`src/rtl/kisc_bus_pkg.sv`:
```
// rtl/kisc_bus_pkg.sv - shared LSU state, cause and size encodings
package kisc_bus_pkg;

   typedef enum logic [1:0] {
      IDLE   = 2'd0,
      SETUP  = 2'd1,
      ACCESS = 2'd2,
      RESP   = 2'd3
   } lsu_state_e;

   typedef enum logic [1:0] {
      CAUSE_NONE    = 2'd0,
      CAUSE_BUS     = 2'd1,
      CAUSE_ALIGN   = 2'd2,
      CAUSE_TIMEOUT = 2'd3
   } lsu_cause_e;

   localparam logic [1:0] SZ_B = 2'd0;
   localparam logic [1:0] SZ_H = 2'd1;
   localparam logic [1:0] SZ_W = 2'd2;
   localparam logic [1:0] SZ_D = 2'd3;

   function automatic logic [3:0] size_bytes(input logic [1:0] size);
      return 4'd1 << size;
   endfunction

endpackage

```
`src/rtl/lsu_lane.sv`:
```
// rtl/lsu_lane.sv - byte-lane write steering, strobes and load extract/extend
module lsu_lane import kisc_bus_pkg::*; #(
   parameter  int DATA_WIDTH = 32,
   localparam int NB         = DATA_WIDTH / 8,
   localparam int OW         = $clog2(NB)
) (
   input  logic [OW-1:0]         off,
   input  logic [1:0]            size,
   input  logic                  zext,
   input  logic [DATA_WIDTH-1:0] wdata,
   input  logic [DATA_WIDTH-1:0] prdata,
   output logic [DATA_WIDTH-1:0] pdata,
   output logic [NB-1:0]         pstb,
   output logic [DATA_WIDTH-1:0] rdata
);

   logic [DATA_WIDTH-1:0] shifted;
   logic [DATA_WIDTH-1:0] keep;
   logic [7:0]            lane_mask;
   logic                  sign;

   always_comb begin
      pdata     = wdata << {off, 3'b000};
      shifted   = prdata >> {off, 3'b000};
      keep      = '1;
      lane_mask = 8'hFF;
      sign      = 1'b0;
      // dword loads keep sign = 0: they already fill the whole bus
      case (size)
         SZ_B: begin
            keep      = DATA_WIDTH'(8'hFF);
            lane_mask = 8'h01;
            sign      = shifted[7];
         end
         SZ_H: begin
            keep      = DATA_WIDTH'(16'hFFFF);
            lane_mask = 8'h03;
            sign      = shifted[15];
         end
         SZ_W: begin
            keep      = DATA_WIDTH'(32'hFFFF_FFFF);
            lane_mask = 8'h0F;
            sign      = shifted[31];
         end
         default: ;
      endcase
      pstb  = NB'(lane_mask) << off;
      rdata = (shifted & keep) | ((sign && !zext) ? ~keep : '0);
   end

endmodule

```
`src/rtl/apb_lsu.sv`:
```
// rtl/apb_lsu.sv - APB load/store unit top; LSU_TIMEOUT_EN enables the ACCESS-phase timeout
module apb_lsu import kisc_bus_pkg::*; #(
   parameter int ADDR_WIDTH     = 32,
   parameter int DATA_WIDTH     = 32,
   parameter int TIMEOUT_CYCLES = 255
) (
   input  logic                    clk,
   input  logic                    rts_n,
   input  logic                    req_valid,
   output logic                    req_ready,
   input  logic                    req_write,
   input  logic [ADDR_WIDTH-1:0]   req_addr,
   input  logic [1:0]              req_size,
   input  logic                    req_unsigned,
   input  logic [DATA_WIDTH-1:0]   req_wdata,
   output logic                    rsp_valid,
   output logic [DATA_WIDTH-1:0]   rsp_rdata,
   output logic                    rsp_err,
   output logic [1:0]              rsp_cause,
   output logic [ADDR_WIDTH-1:0]   APB_paddr,
   output logic [DATA_WIDTH-1:0]   APB_pdata,
   input  logic [DATA_WIDTH-1:0]   APB_prdata,
   output logic                    APB_psel,
   output logic                    APB_penable,
   output logic                    APB_pwrite,
   output logic [DATA_WIDTH/8-1:0] APB_pstb,
   input  logic                    APB_pready,
   input  logic                    APB_perr
);

   localparam int NB = DATA_WIDTH / 8;
   localparam int OW = $clog2(NB);

   if (!(DATA_WIDTH == 32 || DATA_WIDTH == 64) || TIMEOUT_CYCLES < 1 || TIMEOUT_CYCLES > 65535)
   begin : g_param_check
      $error("apb_lsu: illegal DATA_WIDTH or TIMEOUT_CYCLES");
   end

   lsu_state_e            state, state_nxt;
   lsu_cause_e            cause_q;
   logic                  ready_q;
   logic                  accept;
   logic                  bad_req;
   logic                  timed_out;
   logic                  finish;
   logic [OW-1:0]         off_q, lane_off;
   logic [1:0]            size_q, lane_size;
   logic                  zext_q;
   logic [DATA_WIDTH-1:0] lane_pdata, lane_rdata, rdata_q;
   logic [NB-1:0]         lane_pstb;

   assign accept  = req_valid && ready_q;
   assign bad_req = ((req_size == SZ_D) && (DATA_WIDTH == 32)) ||
                    ((req_addr[2:0] & 3'(size_bytes(req_size) - 4'd1)) != 3'd0);
   assign finish  = (state == ACCESS) && (APB_pready || timed_out);

`ifdef LSU_TIMEOUT_EN
   localparam int CW = $clog2(TIMEOUT_CYCLES + 1);
   logic [CW-1:0] to_cnt;

   always_ff @(posedge clk or negedge rts_n) begin
      if (!rts_n)
         to_cnt <= '0;
      else if (state_nxt == SETUP)
         to_cnt <= '0;
      else if (state == ACCESS)
         to_cnt <= to_cnt + CW'(1);
   end

   // a pready in the limit cycle still completes the transfer normally
   assign timed_out = (state == ACCESS) && !APB_pready && (to_cnt == CW'(TIMEOUT_CYCLES));
`else
   assign timed_out = 1'b0;
`endif

   always_comb begin
      state_nxt = state;
      case (state)
         IDLE:    if (accept) state_nxt = bad_req ? RESP : SETUP;
         SETUP:   state_nxt = ACCESS;
         ACCESS:  if (APB_pready || timed_out) state_nxt = RESP;
         RESP:    state_nxt = IDLE;
         default: state_nxt = IDLE;
      endcase
   end

   always_ff @(posedge clk or negedge rts_n) begin
      if (!rts_n) begin
         state   <= IDLE;
         ready_q <= 1'b0;
      end else begin
         state   <= state_nxt;
         ready_q <= (state_nxt == IDLE);
      end
   end

   // request steering uses the live request in IDLE, the latched one afterwards
   assign lane_off  = (state == IDLE) ? req_addr[OW-1:0] : off_q;
   assign lane_size = (state == IDLE) ? req_size : size_q;

   lsu_lane #(.DATA_WIDTH(DATA_WIDTH)) u_lane (
      .off    (lane_off),
      .size   (lane_size),
      .zext   (zext_q),
      .wdata  (req_wdata),
      .prdata (APB_prdata),
      .pdata  (lane_pdata),
      .pstb   (lane_pstb),
      .rdata  (lane_rdata)
   );

   always_ff @(posedge clk or negedge rts_n) begin
      if (!rts_n) begin
         off_q      <= '0;
         size_q     <= SZ_B;
         zext_q     <= 1'b0;
         APB_paddr  <= '0;
         APB_pdata  <= '0;
         APB_pwrite <= 1'b0;
         APB_pstb   <= '0;
      end else if ((state == IDLE) && accept) begin
         off_q  <= req_addr[OW-1:0];
         size_q <= req_size;
         zext_q <= req_unsigned;
         if (!bad_req) begin
            APB_paddr  <= {req_addr[ADDR_WIDTH-1:OW], {OW{1'b0}}};
            APB_pwrite <= req_write;
            APB_pdata  <= req_write ? lane_pdata : '0;
            APB_pstb   <= req_write ? lane_pstb : '0;
         end
      end else if (finish) begin
         APB_paddr  <= '0;
         APB_pdata  <= '0;
         APB_pwrite <= 1'b0;
         APB_pstb   <= '0;
      end
   end

   always_ff @(posedge clk or negedge rts_n) begin
      if (!rts_n) begin
         rdata_q <= '0;
         cause_q <= CAUSE_NONE;
      end else if ((state == IDLE) && accept && bad_req) begin
         rdata_q <= '0;
         cause_q <= CAUSE_ALIGN;
      end else if (finish) begin
         if (!APB_pready) begin
            rdata_q <= '0;
            cause_q <= CAUSE_TIMEOUT;
         end else if (APB_perr) begin
            rdata_q <= '0;
            cause_q <= CAUSE_BUS;
         end else begin
            rdata_q <= APB_pwrite ? '0 : lane_rdata;
            cause_q <= CAUSE_NONE;
         end
      end
   end

   assign req_ready   = ready_q;
   assign APB_psel    = (state == SETUP) || (state == ACCESS);
   assign APB_penable = (state == ACCESS);
   assign rsp_valid   = (state == RESP);
   assign rsp_rdata   = rsp_valid ? rdata_q : '0;
   assign rsp_err     = rsp_valid && (cause_q != CAUSE_NONE);
   assign rsp_cause   = rsp_valid ? cause_q : CAUSE_NONE;

endmodule

```
`config.mk`:
```
export PLATFORM = sky130hd
export DESIGN_NAME = apb_lsu
export DESIGN_NICKNAME = d
export VERILOG_FILES = /design/src/rtl/kisc_bus_pkg.sv /design/src/rtl/lsu_lane.sv /design/src/rtl/apb_lsu.sv
export SDC_FILE = /design/constraint.sdc
export NUM_CORES = 1
export LEC_CHECK = 0
export BUFFER_PORTS_ARGS = -buffer_cell sky130_fd_sc_hd__buf_2
export CAP_MARGIN = 0
export CORE_AREA = 3 3 82 162
export CTS_CLUSTER_DIAMETER = 120
export DETAILED_ROUTE_END_ITERATION = 6
export DIE_AREA = 0 0 85 165
export PLACE_DENSITY = 0.74
export SLEW_MARGIN = 20
export SYNTH_ARGS = -nofsm -noshare
export SYNTH_HDL_FRONTEND = slang
export SYNTH_SLANG_ARGS = --single-unit
export TNS_END_PERCENT = 10
```
`constraint.sdc`:
```
create_clock -name clk -period 5.09 [get_ports clk]
set_input_delay 0.509 -clock clk [delete_from_list [all_inputs] [get_ports clk]]
set_output_delay 0.509 -clock clk [all_outputs]
set_load 0.02 [all_outputs]
```
# Yosys cells after proc, flatten, opt, wreduce, memory -nomap -nowiden
# Index checks and enable logic that the tools add are counted.
[op_classes]
mux = 34
n_div = 0
addsub = 1
n_mul = 0
eq_ne = 7
n_reduce_logical = 17
bitwise = 4
shift = 4
order_cmp = 0
[ops]
columns = ["op", "n"]
rows = [
  ["two-way mux 32 bit", 13],
  ["case mux 32 bit (2 select lines)", 1],
  ["bitwise AND 32 bit", 1],
  ["NOT 32 bit", 1],
  ["bitwise OR 32 bit", 1],
  ["left shift 32 x 5 -> 32 bit", 1],
  [">> shifter 32 x 5 -> 32 bit", 1],
  ["two-way mux 2 bit", 9],
  ["two-way mux 4 bit", 4],
  ["case mux 4 bit (3 select lines)", 1],
  ["== test 2 bit (second input constant)", 4],
  ["case mux 2 bit (4 select lines)", 1],
  ["logical AND 1 bit", 6],
  ["zero test 2 bit", 3],
  ["nonzero test 2 bit", 3],
  ["== test 2 x 1 -> 1 bit (second input constant)", 2],
  ["two-way mux 1 bit", 4],
  ["left shift 4 x 2 -> 4 bit", 1],
  ["bitwise AND 3 bit", 1],
  ["case mux 1 bit (3 select lines)", 1],
  ["nonzero test 3 bit", 1],
  ["left shift 1 x 2 -> 3 bit (first input constant)", 1],
  ["subtractor 3 x 1 -> 3 bit (second input constant)", 1],
  ["logical OR 1 bit", 2],
  ["3 further kinds", 3],
]
[word_totals]
out_inout_bits = 108
word_cells = 78
mem_bits_rw = 0
in_bits = 105
latch_bits = 0
memories = 0
mem_bits_ro = 0
regBits = 111

# Logic depth before layout (Yosys ltp)
[depth]
ltp_word = 12
depth_mapped = 10
depth_no_buf = 7

# Cells and area by module
# From an unflattened synthesis, not the netlist that was laid out.
[unflattened]
cells_unflattened = 539
area_unflattened_um2 = 5745.5
[modules_own_cells]
columns = ["mod", "seq_area_each_um2", "area_per_inst_um2", "cells_each", "instances"]
rows = [
  ["apb_lsu", 2727.6, 4428.0, 343, 1],
  ["lsu_lane", 0.0, 1317.5, 196, 1],
]

# Worst setup path after synthesis
# No wires, ideal clock.
[synth_timing]
kind = "flip-flop to flip-flop"
from = "reg state[0]"
to = "reg rdata_q[21]"
arrival_ns = 2.347
t_required_ns = 4.964
path_slack_ns = 2.617
synth_period_minus_slack_ns = 2.473
setup_time_ns = 0.126
stages_incl_launch_ff = 10
n_path_buf = 2
path_cell_list = "dfrtp_1 -> inv_1 -> ha_1 -> buf_6 -> mux2i_4 -> mux4_2 -> nor2b_1 -> a2111oi_4 -> buf_6 -> a221o_1"
[synth_via]
elab_chain_cells = 12
elab_cells_between_ends = 24
cone_classes = "3 x eq/ne; 1 x shift; 10 x mux; 3 x bitwise; 7 x reduce/logical"
[synth_rtl]
columns = ["element", "line_no", "source"]
rows = [
  ["start: declaration", "apb_lsu.sv:39", "lsu_state_e state, state_nxt;"],
  ["start signal: assignment", "apb_lsu.sv:92", "state <= state_nxt;"],
  ["zero test 2 bit", "apb_lsu.sv:98, apb_lsu.sv:99, apb_lsu.sv:143", ""],
  ["two-way mux 2 bit (on tied branches)", "apb_lsu.sv:98, apb_lsu.sv:99", ""],
  [">> shifter 32 x 5 -> 32 bit, or another cell as far along", "lsu_lane.sv:24", "shifted = prdata >> {off, 3'b000};"],
  ["case mux 1 bit (3 select lines) / case mux 32 bit (2 select lines) (equally long branches)", "lsu_lane.sv:29", "case (size)"],
  ["logical AND 1 bit / NOT 32 bit (equally long branches)", "lsu_lane.sv:48", "rdata = (shifted & keep) | ((sign && !zext) ? ~keep : '0);"],
  ["two-way mux 32 bit", "lsu_lane.sv:48", ""],
  ["bitwise OR 32 bit", "lsu_lane.sv:48", ""],
  ["two-way mux 32 bit", "apb_lsu.sv:154", "rdata_q <= APB_pwrite ? '0 : lane_rdata;"],
  ["two-way mux 32 bit", "apb_lsu.sv:150", "end else if (APB_perr) begin"],
  ["two-way mux 32 bit", "apb_lsu.sv:147", "if (!APB_pready) begin"],
  ["two-way mux 32 bit", "apb_lsu.sv:146", "end else if (finish) begin"],
  ["two-way mux 32 bit", "apb_lsu.sv:143", "end else if ((state == IDLE) && accept && bad_req) begin"],
  ["end signal: assignment", "apb_lsu.sv:154", ""],
  ["end: declaration", "apb_lsu.sv:49", "logic [DATA_WIDTH-1:0] lane_pdata, lane_rdata, rdata_q;"],
]
# Parallel ways exist; a longest one is shown, timed or not. The select of a mux whose other input is x is not followed.
# A chain may end at the register's enable or synchronous reset.

# Final worst setup path
[layout_timing]
from = "reg state[0]"
to = "reg rdata_q[31]"
# Same word-level chain as after synthesis.

==> results.cfg <==
[run_status]
status = finished, final reports clean

[final_layout]
layout_commonest_cell = buf_2
design_area_um2 = 6875
final_nets = 788
regArea_um2 = 2728
final_cells = 835
nFillCells = 1089
multi_input_area_um2 = 2532
syn_to_final_growth_pct = 26.61
layout-drive-gt1-share = 0.3839
mostFrequentLayoutCells = 209 x buf_2, 109 x dfrtp_1, 59 x nand2_1

[detailed_routing]
wl_um = 16430
drtIter0Drc = 188
ant_nets = 0
vias_per_cell = 5.637
drc_errors = 0
vias = 4707
first_pass_iters = 5
routedWlPerCell_um = 19.68

[sta]
slew_violations = 0
hold_viol = 0
period_needed_ps = 3476
worst_pin_slew_ps = 932.0
finalCritPeriodShare = 0.6830
finalClockSkew_ps = 15.09
fmax_mhz = 287.7
relSlewSlack = 0.3787
holdWs_ps = 203.1
rsz0062_at_grt = no
setup_viol = 0
setup_ws_ps = 1614
setup_tns_ps = 0

[clocking]
cts_resized = 0
clk_latency_ps = 350
cts_max_level = 3
clockRootBuffer = clkbuf_16
cts_made_buffers = 9
cts.sinks = 109
cts_tree = yes
hold_buffers = 0
clkSlewWorstSetupHoldPaths_ps = 90
clk_path_buf_depth = 2
cts_setup_buffers = 0

[synth]
syn_area_per_cell_um2 = 11.10
ys_seq_elements = 109
synthCells = 489
synth_seq_area_share = 0.5023
synth_flop_cell = dfrtp_1
async_flop_share = 1.000
synth_cell_types = 42
synth-edff-count = 0
netlist_area_um2 = 5430
yosysWarningCount = 0

[grt]
track_usage = 0.2332
grt_pass1_wl_um = 25630
grtUsageMet2 = 0.4232
antenna_found_initial = 4
grt_pass1_vias = 4853
grt_max_degree = 59
use_met1 = 0.2627
grt_use_met3 = 0.03994
top_usage_layer = met2
grt_overflow_total = 0

[place]
dp_hpwl_um = 12520
place_inst = 816
io_buffer_count = 210
gp_congestion = 0.8730
dp_slack_ps = 1639
place_area_um2 = 6560

[setup_path]
start_kind = flop
cp_max_fo = 18
end_kind = flop
arrival_ps = 3760
reg2reg_slack_ps = 1610
critPathKind = reg -> reg
cp_data_required_time_ps = 5370

[pwr]
vdd_ir_drop_max_uv = 295.6
p_leak_nw = 3.726
p_comb_frac = 0.484
switching_power_mw = 1.591
power_frac_clock = 0.186
powerDensity_nw_per_um2 = 545.6
p_int_mw = 2.160
sw_frac_of_total = 0.4242
pwr-share-seq = 0.330

[die]
die_h_um = 165
rows = 57
dieArea_um2 = 14030
start_util = 0.4453
dieWidth_um = 85
ios = 213
core_area_um2 = 12200

[job]
cap_violations = 0

[min_path]
hp-class = in -> async
[power groups by stage]
stage,Clock (mW),Combinational (mW),Sequential [mW]
final,0.699,1.82,1.24
after CTS,0.713,1.82,1.24
after global routing,0.743,1.97,1.26
after detailed placement,0,1.82,1.25
after floorplan,0,1.21,1.32
after global placement,0,1.77,1.24
[stage by stage]
| step | utilization | power [mW] |
|---|---|---|
| 2_1_floorplan | - | 2.527 |
| 6_report | 0.5638 | 3.751 |
| 3_5_place_dp | 0.5379 | 3.065 |
| 3_3_place_gp | 0.5379 | 3.011 |
| 5_1_grt | 0.5638 | 3.977 |
| 4_1_cts | 0.5627 | 3.770 |
[routing by layer]
layer / up-vias / part of all wire
met5: - / 0.00043
met4: 2 / 0.029
met3: 28 / 0.060
met2: 209 / 0.54
met1: 2281 / 0.37
li1: 2187 / -
[cell families after synthesis]
logic type | Yosys count | synth area share
flip-flops | 109 | 0.5023
AND/OR/NAND/NOR | 122 | 0.1071
multiplexers | 60 | 0.1210
AO/OA/AOI/OAI | 152 | 0.2263
adder cells (fa/ha/maj) | 3 | 0.006913
buffers and inverters | 42 | 0.03571
other | 1 | 0.0006906
[worst paths after layout]
kind,from,end,cells past startpoint
max in group asynchronous,rts_n,rdata_q[5],2
worst min register to register,APB_pstb[0],APB_pstb[0],1
worst min-delay path,rts_n,APB_pdata[5],1
worst max-delay path,state[0],rdata_q[31],8
min in group clk,req_addr[12],APB_paddr[12],2
worst max register to register,state[0],rdata_q[31],8
[cell usage after synthesis (2+ instances only)]
| library cell | count | area (µm²) |
|---|---|---|
| mux2i_1 | 35 | 350.3 |
| a21o_1 | 6 | 45.04 |
| nand2b_1 | 3 | 18.77 |
| a21oi_1 | 8 | 40.04 |
| buf_4 | 4 | 30.03 |
| a221o_1 | 24 | 240.2 |
| nor3_1 | 4 | 20.02 |
| a22o_1 | 54 | 473.0 |
| mux2_2 | 22 | 247.7 |
| inv_1 | 4 | 15.01 |
| buf_2 | 5 | 25.02 |
| buf_6 | 2 | 22.52 |
| nand3_1 | 2 | 10.01 |
| a22oi_1 | 8 | 60.06 |
| buf_1 | 6 | 22.52 |
| nor2b_1 | 3 | 18.77 |
| dfrtp_1 | 109 | 2728 |
| ha_1 | 3 | 37.54 |
| nand2_1 | 59 | 221.5 |
| nor2_1 | 12 | 45.04 |
| a31oi_1 | 2 | 12.51 |
| and2_1 | 35 | 219.0 |
| a32o_1 | 8 | 80.08 |
| clkbuf_1 | 21 | 78.83 |
| o21ai_0 | 26 | 130.1 |
| o21a_1 | 8 | 60.06 |
[worst max-delay path, stage by stage, from the launching register on]
cell and delay (ps):
dfrtp_1 410, inv_1 120, ha_1 670, mux2i_4 550, buf_4 320, mux2_2 210
nand2_1 90, a2111oi_4 810, a221o_1 220
[sequential cells by signal, indices dropped and copies added, names as in the netlist]
register	cells
APB_pwrite	1
APB_paddr	30
req_ready	1
APB_pstb	4
size_q	2
APB_pdata	32
off_q	2
zext_q	1
rdata_q	32
cause_q	2
state	2
[cell type report]
type,count,area share
Timing Repair Buffer,217,0.1609
Inverter,4,0.002184
Clock buffer,9,0.03276
Antenna cell,3,0.001092
Tap cell,147,0.02675
Multi-Input combinational cell,339,0.3683
Clock inverter,7,0.01128
Sequential cell,109,0.3967
Note: power is estimated with default switching activity, not from simulation.
